[src/rtl/echo_pkg.sv]
// Shared types for the echo requester: FSM state, scoreboard entry, counter helper.
package echo_pkg;

  typedef enum logic [1:0] {
    IDLE  = 2'd0,
    RUN   = 2'd1,
    DRAIN = 2'd2,
    DONE  = 2'd3
  } state_e;

  // One outstanding request as the responder must echo it back.
  typedef struct packed {
    logic [31:0] meth;
    logic [31:0] v;
  } expect_t;

  // Saturating 16-bit increment for the pass/error counters.
  function automatic logic [15:0] sat_inc(input logic [15:0] c);
    return (c == 16'hFFFF) ? c : c + 16'd1;
  endfunction

endpackage

[src/rtl/echo_expect_fifo.sv]
// Scoreboard of outstanding requests: small synchronous FIFO of expect_t.
// A push into a full FIFO is accepted only when a pop happens on the same edge.
module echo_expect_fifo
  import echo_pkg::*;
#(
  parameter int DEPTH = 4
) (
  input  logic    CLK,
  input  logic    nRST,
  input  logic    flush,
  input  logic    push,
  input  expect_t push_data,
  input  logic    pop,
  output expect_t head,
  output logic    full,
  output logic    empty
);

  localparam int AW = $clog2(DEPTH);
  localparam logic [AW:0] FULL_CNT = (AW + 1)'(DEPTH);

  expect_t [DEPTH-1:0] mem_q, mem_d;
  logic [AW-1:0]       wr_q, wr_d, rd_q, rd_d;
  logic [AW:0]         cnt_q, cnt_d;
  logic                do_push, do_pop;

  assign empty   = (cnt_q == '0);
  assign full    = (cnt_q == FULL_CNT);
  assign head    = mem_q[rd_q];
  assign do_pop  = pop && !empty;
  assign do_push = push && (!full || do_pop);

  // Pointer/occupancy update; pointers wrap naturally since DEPTH is a power of 2.
  always_comb begin
    mem_d = mem_q;
    wr_d  = wr_q;
    rd_d  = rd_q;
    cnt_d = cnt_q;
    if (flush) begin
      wr_d  = '0;
      rd_d  = '0;
      cnt_d = '0;
    end else begin
      if (do_push) begin
        mem_d[wr_q] = push_data;
        wr_d        = wr_q + 1'b1;
      end
      if (do_pop) rd_d = rd_q + 1'b1;
      cnt_d = cnt_q + (AW + 1)'(do_push) - (AW + 1)'(do_pop);
    end
  end

  // State registers with synchronous active-low reset.
  always_ff @(posedge CLK) begin
    if (!nRST) begin
      mem_q <= '0;
      wr_q  <= '0;
      rd_q  <= '0;
      cnt_q <= '0;
    end else begin
      mem_q <= mem_d;
      wr_q  <= wr_d;
      rd_q  <= rd_d;
      cnt_q <= cnt_d;
    end
  end

endmodule

[src/rtl/echo_requester.sv]
// Initiator side of the echo loopback: issues say/say2 alternately, scoreboards
// every heard reply against the expected {meth, v}, reports pass/err/done/timeout.
module echo_requester
  import echo_pkg::*;
#(
  parameter int DEPTH    = 4,
  parameter int STRIDE   = 3,
  parameter int MAX_WAIT = 1024
) (
  input  logic        CLK,
  input  logic        nRST,
  input  logic        start,
  input  logic [15:0] count,
  input  logic [31:0] seed,
  output logic        request_say__ENA,
  output logic [31:0] request_say_meth,
  output logic [31:0] request_say_v,
  input  logic        request_say__RDY,
  output logic        request_say2__ENA,
  output logic [31:0] request_say2_meth,
  output logic [31:0] request_say2_v,
  input  logic        request_say2__RDY,
  input  logic        indication_heard__ENA,
  input  logic [31:0] indication_heard_meth,
  input  logic [31:0] indication_heard_v,
  output logic        indication_heard__RDY,
  output logic        busy,
  output logic        done,
  output logic        timeout,
  output logic [15:0] pass_count,
  output logic [15:0] err_count
);

  localparam int          WW        = $clog2(MAX_WAIT + 1);
  localparam logic [WW-1:0] WAIT_LAST = WW'(MAX_WAIT - 1);

  state_e        state_q, state_d;
  logic [15:0]   i_q, i_d;          // index of the next request to issue
  logic [15:0]   cnt_q, cnt_d;      // requests in this run
  logic [31:0]   v_q, v_d;          // running payload, seed + i*STRIDE
  logic [15:0]   pass_q, pass_d;
  logic [15:0]   err_q, err_d;
  logic          timeout_q, timeout_d;
  logic [WW-1:0] wait_q, wait_d;    // idle DRAIN cycles since entry or last reply

  expect_t sb_head;
  logic    sb_full, sb_empty;
  logic    accept_start, active, want, say_fire, say2_fire, fire;
  logic    heard_rdy, heard_fire, heard_match, wait_expired;

  assign accept_start = start && (state_q == IDLE || state_q == DONE);
  assign active       = (state_q == RUN) || (state_q == DRAIN);
  assign want         = (state_q == RUN) && (i_q < cnt_q) && !sb_full;
  assign say_fire     = want && !i_q[0] && request_say__RDY;
  assign say2_fire    = want &&  i_q[0] && request_say2__RDY;
  assign fire         = say_fire || say2_fire;
  assign heard_rdy    = active && !sb_empty;
  assign heard_fire   = indication_heard__ENA && heard_rdy;
  assign heard_match  = (sb_head == {indication_heard_meth, indication_heard_v});
  assign wait_expired = (state_q == DRAIN) && !sb_empty && !heard_fire && (wait_q == WAIT_LAST);

  echo_expect_fifo #(.DEPTH(DEPTH)) u_sb (
    .CLK       (CLK),
    .nRST      (nRST),
    .flush     (accept_start),
    .push      (fire),
    .push_data ({16'h0, i_q, v_q}),
    .pop       (heard_fire),
    .head      (sb_head),
    .full      (sb_full),
    .empty     (sb_empty)
  );

  // FSM state register.
  always_ff @(posedge CLK) begin
    if (!nRST) state_q <= IDLE;
    else       state_q <= state_d;
  end

  // FSM next state: run until all issued, then drain until empty or idle too long.
  always_comb begin
    state_d = state_q;
    case (state_q)
      IDLE, DONE: if (accept_start) state_d = (count == 16'd0) ? DONE : RUN;
      RUN:        if (i_q == cnt_q) state_d = DRAIN;
      DRAIN:      if (sb_empty || wait_expired) state_d = DONE;
      default:    state_d = IDLE;
    endcase
  end

  // FSM outputs: status flags and request channels; payload is zero unless issuing is wanted.
  always_comb begin
    busy                  = active;
    done                  = (state_q == DONE);
    request_say__ENA      = say_fire;
    request_say2__ENA     = say2_fire;
    request_say_meth      = want ? {16'h0, i_q} : 32'h0;
    request_say_v         = want ? v_q : 32'h0;
    request_say2_meth     = want ? {16'h0, i_q} : 32'h0;
    request_say2_v        = want ? v_q : 32'h0;
    indication_heard__RDY = heard_rdy;
    timeout               = timeout_q;
    pass_count            = pass_q;
    err_count             = err_q;
  end

  // Datapath next values: issue index, payload, counters, wait timer.
  always_comb begin
    i_d       = i_q;
    cnt_d     = cnt_q;
    v_d       = v_q;
    pass_d    = pass_q;
    err_d     = err_q;
    timeout_d = timeout_q;
    wait_d    = wait_q;
    if (accept_start) begin
      i_d       = '0;
      cnt_d     = count;
      v_d       = seed;
      pass_d    = '0;
      err_d     = '0;
      timeout_d = 1'b0;
      wait_d    = '0;
    end else begin
      if (fire) begin
        i_d = i_q + 16'd1;
        v_d = v_q + 32'(STRIDE);
      end
      if (heard_fire) begin
        if (heard_match) pass_d = sat_inc(pass_q);
        else             err_d  = sat_inc(err_q);
      end
      // Outside DRAIN the timer sits at zero, so DRAIN always starts from a fresh count.
      if (state_q != DRAIN || heard_fire) wait_d = '0;
      else if (wait_q != WAIT_LAST)       wait_d = wait_q + 1'b1;
      if (wait_expired) timeout_d = 1'b1;
    end
  end

  // Datapath registers.
  always_ff @(posedge CLK) begin
    if (!nRST) begin
      i_q       <= '0;
      cnt_q     <= '0;
      v_q       <= '0;
      pass_q    <= '0;
      err_q     <= '0;
      timeout_q <= 1'b0;
      wait_q    <= '0;
    end else begin
      i_q       <= i_d;
      cnt_q     <= cnt_d;
      v_q       <= v_d;
      pass_q    <= pass_d;
      err_q     <= err_d;
      timeout_q <= timeout_d;
      wait_q    <= wait_d;
    end
  end

endmodule

[config.mk]
export PLATFORM = sky130hd
export DESIGN_NAME = echo_requester
export DESIGN_NICKNAME = d
export VERILOG_FILES = /design/src/rtl/echo_pkg.sv /design/src/rtl/echo_expect_fifo.sv /design/src/rtl/echo_requester.sv
export SDC_FILE = /design/constraint.sdc
export NUM_CORES = 1
export LEC_CHECK = 0
export BUFFER_PORTS_ARGS = -buffer_cell sky130_fd_sc_hd__buf_4
export CAP_MARGIN = 0
export CORE_MARGIN = 2
export CORE_UTILIZATION = 51
export CTS_CLUSTER_SIZE = 28
export DETAILED_ROUTE_END_ITERATION = 8
export PLACE_DENSITY = 0.86
export SLEW_MARGIN = 20
export SYNTH_ARGS = -nofsm -noshare
export SYNTH_HDL_FRONTEND = slang
export SYNTH_SLANG_ARGS = --single-unit
[constraint.sdc]
create_clock -name CLK -period 3.1 [get_ports CLK]
set_input_delay 0.465 -clock CLK [delete_from_list [all_inputs] [get_ports CLK]]
set_output_delay 0.465 -clock CLK [all_outputs]
set_load 0.01 [all_outputs]
# Word-level counts from Yosys, hierarchy flattened

Cells that the tools add are included.

Add/subtract/negate cells: 9
Multipliers: 0
Div/mod/pow operators: 0
$lt $le $gt $ge: 4
Eq/ne operators: 14
Shifts and indexed selects: 0
Multiplexer cells: 14
Bitwise gates (word level): 5
Reduce and logical (&&, ||, !) cells: 36

Operators by type and width:

| cell                    | number |
|---|---|
| $bwmux W256             | 1 |
| $bmux W64 S2            | 1 |
| $demux W64 S2           | 1 |
| $mux W64                | 2 |
| $mux W32                | 3 |
| $eq A64 B64 Y1          | 1 |
| $add A16 B1 Y16 const B | 3 |
| $add A32 B2 Y32 const B | 1 |
| $eq A16 B16 Y1 const B  | 2 |
| $eq A16 B16 Y1          | 1 |
| $logic_not A16 Y1       | 1 |
| $lt A16 B16 Y1          | 1 |
| $mux W16                | 1 |
| $logic_and A1 B1 Y1     | 15 |
| $add A11 B1 Y11 const B | 1 |
| $eq A11 B10 Y1 const B  | 1 |
| $ne A11 B10 Y1 const B  | 1 |
| $reduce_and A3 Y1       | 3 |
| $mux W2                 | 4 |
| $logic_or A1 B1 Y1      | 6 |
| $lt A2 B3 Y1 const B    | 2 |
| $pmux W2 S3             | 1 |
| $not A1 Y1              | 5 |
| $add A2 B1 Y2 const B   | 2 |
| other kinds (15)        | 22 |

Flip-flop bits (word level): 373
Latch bits: 0
RAM bits: 0
ROM bits: 0
Input bits: 118
Output and inout bits: 166
Memories kept: 0

# Depth between registers and ports, before layout

Depth after elaboration: 10
Depth in mapped cells: 13
Mapped depth without buffers: 12

# By module

A second synthesis with hierarchy kept.

Cells, all modules: 2,027
Area, all modules: 19,298.5 um2

Modules (own cells, without submodules):

| module           | instances | cells an instance | area each (um2) | seq. area each (um2) |
|---|---|---|---|---|
| echo_expect_fifo | 1         | 1,024             | 11,548.6        | 5,265.0 |
| echo_requester   | 1         | 1,003             | 7,749.9         | 2,202.1 |

# Least setup slack after synthesis

No wires, ideal clock.

Kind: register to register
Start: reg i_q[9]
End: reg u_sb.cnt_q[1]
Library setup time: 0.115 ns
Data arrival time: 2.965 ns
Data required time: 2.985 ns
Slack: 0.020 ns
Cell stages (with the launch flop): 12
Buffers on the path: 1
Period minus slack after synthesis: 3.080 ns
Path through: dfxtp_1 > ha_1 > a21o_1 > a21o_1 > a21oi_1 > nor2_1 > or2_2 > nor3_2 > clkbuf_1 > ha_1 > fa_1 > and3_1

Word-level cells in the longest chain between the ends: 9
Elaborated cells on any way between the ends: 11

RTL lines:

| item                                                        | RTL line                                   | text |
|---|---|---|
| start, declared                                             | echo_requester.sv:38                       | `logic [15:0] i_q, i_d;` |
| start signal, assigned                                      | echo_requester.sv:151                      | `i_q <= i_d;` |
| $lt A16 B16 Y1 *                                            | echo_requester.sv:53                       | `assign want = (state_q == RUN) && (i_q < cnt_q) && !sb_full;` |
| $logic_and A1 B1 Y1 * (2 in series)                         | echo_requester.sv:53                       |  |
| $logic_and A1 B1 Y1, on equally long branches (2 in series) | echo_requester.sv:54, echo_requester.sv:55 |  |
| $logic_or A1 B1 Y1 *                                        | echo_requester.sv:56                       | `assign fire = say_fire \|\| say2_fire;` |
| $logic_and A1 B1 Y1 *                                       | echo_expect_fifo.sv:31                     | `assign do_push = push && (!full \|\| do_pop);` |
| $add A3 B1 Y3 *                                             | echo_expect_fifo.sv:49                     | `cnt_d = cnt_q + (AW + 1)'(do_push) - (AW + 1)'(do_pop);` |
| $sub A3 B1 Y3 *                                             | echo_expect_fifo.sv:49                     |  |
| end signal, assigned                                        | echo_expect_fifo.sv:64                     | `cnt_q <= cnt_d;` |
| end, declared                                               | echo_expect_fifo.sv:24                     | `logic [AW:0] cnt_q, cnt_d;` |

Mark *: on every way between the ends. The rest lies on a longest branch, timed or not.
A chain may end at the register's enable or synchronous reset.

# Final worst setup path

Start: reg u_sb.rd_q[0]
End: reg pass_q[3], in the netlist pass_count[3]

Word-level cells in the longest chain between the ends: 4

RTL lines:

| item                           | RTL line               | text |
|---|---|---|
| start, declared                | echo_expect_fifo.sv:23 | `logic [AW-1:0] wr_q, wr_d, rd_q, rd_d;` |
| start signal, assigned         | echo_expect_fifo.sv:63 | `rd_q <= rd_d;` |
| $bmux W64 S2                   | echo_expect_fifo.sv:29 | `assign head = mem_q[rd_q];` |
| $mux W64 (implied by the code) | echo_expect_fifo.sv:29 |  |
| $eq A64 B64 Y1                 | echo_requester.sv:59   | `assign heard_match = (sb_head == {indication_heard_meth, indication_heard_v});` |
| $reduce_and A3 Y1 (no line)    | -                      |  |
| end signal, assigned           | echo_requester.sv:154  | `pass_q <= pass_d;` |
| end, declared                  | echo_requester.sv:41   | `logic [15:0] pass_q, pass_d;` |

No other way between the ends. The select of a mux whose other input is x is not followed.

==> results.sh <==
export IMPL_postSynthAreaPerCell_um2=9.01
export IMPL_violations="negative setup slack"
export IMPL_wl_per_cell_um=21.5
export IMPL_fmaxAchievable_mhz=307
export IMPL_dp_hpwl_um=32800
export IMPL_pwr_share_comb=0.285
export IMPL_grt_max_degree=143
export IMPL_setup_ws_ns=-0.154
export IMPL_fin_nets=2165
export IMPL_drtAntennaViolNets=0
export IMPL_antenna_found_initial=0
export IMPL_ff2ff_setup_slack_ns=-0.15
export IMPL_ys_seq_elements=309
export IMPL_peakVddDrop_uv=371
export IMPL_core_area_um2=31400
export IMPL_syn_inst=1793
export IMPL_cts_sinks=309
export IMPL_via_per_inst=6.08
export IMPL_synth_area_leader_cell="dfxtp_1"
export IMPL_cts_hold_buffers=0
export IMPL_r2r_cells=12
export IMPL_hold_viol_final=0
export IMPL_fin_crit_sh=1.05
export IMPL_powerDensity_nw_per_um2=606
export IMPL_dr_total_vias=14823
export IMPL_hold_path_class="in2reg"
export IMPL_globalplace_congestion=0.899
export IMPL_cp_max_fo=14
export IMPL_dieArea_um2=33100
export IMPL_netSwitchingFraction=0.319
export IMPL_worstHoldStart="seed[24]"
export IMPL_layout_drive_gt1_share=0.270
export IMPL_area_growth_pct=27.2
export IMPL_endpoint_kind="register"
export IMPL_rr_startpoint="u_sb.rd_q[0]$_SDFFE_PP0P_"
export IMPL_hold_depth=3
export IMPL_cts_buffers=34
export IMPL_boundaryPins=284
export IMPL_yosysSeqAreaShare=0.383
export IMPL_clk_path_buf_depth=3
export IMPL_postPlaceCellArea_um2=18100
export IMPL_grt_pass1_vias=14276
export IMPL_maxCapViolCount=0
export IMPL_cts_tree="built"
export IMPL_power_internal_mw=8.48
export IMPL_routed_wl_um=52500
export IMPL_die_w_um=182
export IMPL_pre_cts_slack_ns=-0.152
export IMPL_met3_usage=0.0475
export IMPL_slew_headroom=0.520
export IMPL_use_met2=0.489
export IMPL_min_to="v_q[24]$_SDFFE_PN0P_"
export IMPL_htree_levels=2
export IMPL_yosys_warnings=0
export IMPL_whs_ns=0.162
export IMPL_fin_tns_setup_ns=-9.87
export IMPL_switchingPower_mw=3.97
export IMPL_ys_types=73
export IMPL_clkTransAtPathRegs_ns=0.06
export IMPL_rsz0062_at_grt="true"
export IMPL_synthesis_area_um2=16100
export IMPL_total_power_mw=12.5
export IMPL_ys_dominant_reg_cell="dfxtp_1"
export IMPL_crit_arrival_ns=3.67
export IMPL_use_met1=0.363
export IMPL_grt_ovfl_total=0
export IMPL_firstDrtPassIters=8
export IMPL_path_class="reg2reg"
export IMPL_yosysTopAreaCellShare=0.383
export IMPL_port_buffers=251
export IMPL_gr_max_usage_layer="met2"
export IMPL_synth_common_cells="321 x nand2_1, 309 x dfxtp_1, 241 x mux2i_1, 81 x a21oi_1, 80 x buf_4"
export IMPL_drv_slew=0
export IMPL_cp_required_ns=3.52
export IMPL_pwr_share_seq=0.362
export IMPL_finalCriticalPeriod_ns=3.25
export IMPL_worst_pin_slew_ns=0.700
export IMPL_start_kind="register"
export IMPL_p_clk_frac=0.353
export IMPL_grt_pass1_wl_um=76800
export IMPL_cts_root_buf="clkbuf_16"
export IMPL_dieHeight_um=182
export IMPL_start_util=0.514
export IMPL_grt_usage=0.289
export IMPL_crit_start="u_sb.rd_q[0]$_SDFFE_PP0P_"
export IMPL_ys_top_cells_by_area="dfxtp_1 38%, mux2i_1 15%, nand2_1 7.5%"
export IMPL_r2r_end="pass_count[3]$_SDFFE_PP0P_"
export IMPL_yosysMostFrequentCell="nand2_1"
export IMPL_clock_latency_ns=0.53
export IMPL_diodes=0
export IMPL_setup_violations=95
export IMPL_final_area_um2=20500
export IMPL_synth_edff_count=0
export IMPL_skew_ns=0.0457
export IMPL_ys_async_sr_fraction=0
export IMPL_leakage_nw=8.99
export IMPL_num_rows=65
export IMPL_drtIter0Drc=1690
export IMPL_status="finished, violations left"
export IMPL_drc=0
-- sequential cells by signal, indices dropped and copies added (netlist names) --
name and cells:
cnt_q 16, pass_count 16, u_sb.cnt_q 3, u_sb.mem_q 192, u_sb.rd_q 2, i_q 16, err_count 16, u_sb.wr_q 2
v_q 32, timeout 1, state_q 2, wait_q 11
-- per-layer routing --
metal	wire, um	vias to the layer above
li1	-	6611
met1	20000	7072
met2	25400	939
met3	4530	201
met4	2590	0
met5	0	-
-- worst max-delay path by stage --
stage / to / slack [ns] / cells past startpoint
finish: pass_count[3]$_SDFFE_PP0P_ / -0.15 / 12
floorplan: u_sb.cnt_q[1]$_SDFF_PP0_ / 0.02 / 11
detailed placement: pass_count[11]$_SDFFE_PP0P_ / -0.15 / 9
global placement: pass_count[13]$_SDFFE_PP0P_ / -0.15 / 9
CTS: request_say2_v[8] / -0.02 / 11
global route: pass_count[3]$_SDFFE_PP0P_ / -0.24 / 12
-- critical path: stages (launching register included) --
cell and delay [ns]:
dfxtp_4 0.41, buf_12 0.17, buf_4 0.15, buf_4 0.13, mux4_2 0.58, xnor2_1 0.19, nand4_1 0.13, nor4_2 0.25
nand4_1 0.17, buf_6 0.17, buf_4 0.15, or4_1 0.50, a21oi_1 0.13
-- through the flow --
step	std cells	utilization
5_1_grt	2438	0.655
2_1_floorplan	1824	-
3_5_place_dp	2334	0.576
4_1_cts	2411	0.634
6_report	2438	0.655
3_3_place_gp	2334	0.576
-- cell usage in the layout, fill, tap and decap left out, types with 20 or more instances in the layout --
cell       count
inv_1         41
o21ai_0       41
mux4_2        25
nand3_1       31
nor2_1        52
and3_1        22
nor4_1        21
conb_1        32
buf_6         83
mux2i_1      237
buf_4        244
a21oi_1       74
dfxtp_1      301
xnor2_1       64
and2_4        41
nand4_1       35
nand2_1      319
clkbuf_16     36
or3_1         20
ha_1          27
-- cell type report --
| class | instances | area (um^2) |
|---|---|---|
| Clock buffer | 46 | 977 |
| Tap cell | 402 | 503 |
| Fill cell | 2256 | 10800 |
| Sequential cell | 309 | 6200 |
| Multi-Input combinational cell | 1275 | 9220 |
| Timing Repair Buffer | 349 | 3250 |
| Clock inverter | 11 | 216 |
| Inverter | 46 | 173 |
-- power by group through the flow --
stage               logic (mW)  registers, mW  clock network [mW]
finish                    3.54           4.51                4.40
global route              3.73           4.53                4.56
CTS                       3.16           4.49                4.38
detailed placement        2.63           4.56                   0
global placement          2.57           4.54                   0
floorplan                 1.76           4.48                   0
-- repair_timing --
action	CTS	global route
setup buffers	15	25
resized for setup	98	103
gates cloned	5	3
pin swaps	23	22
setup endpoints to repair	111	109
-- kinds of logic (layout without fill, tap and decap cells) --
group	Yosys count	count (layout)	share of synthesized area
AO/OA/AOI/OAI	216	216	0.0835
XOR/XNOR	80	80	0.0434
adder cells (fa/ha/maj)	32	32	0.0253
buffers and inverters	240	452	0.0809
flip-flops	309	309	0.383
multiplexers	274	274	0.193
other	1	32	0.000232
AND/OR/NAND/NOR	641	641	0.191
Note: power is estimated with default switching activity, not from simulation.
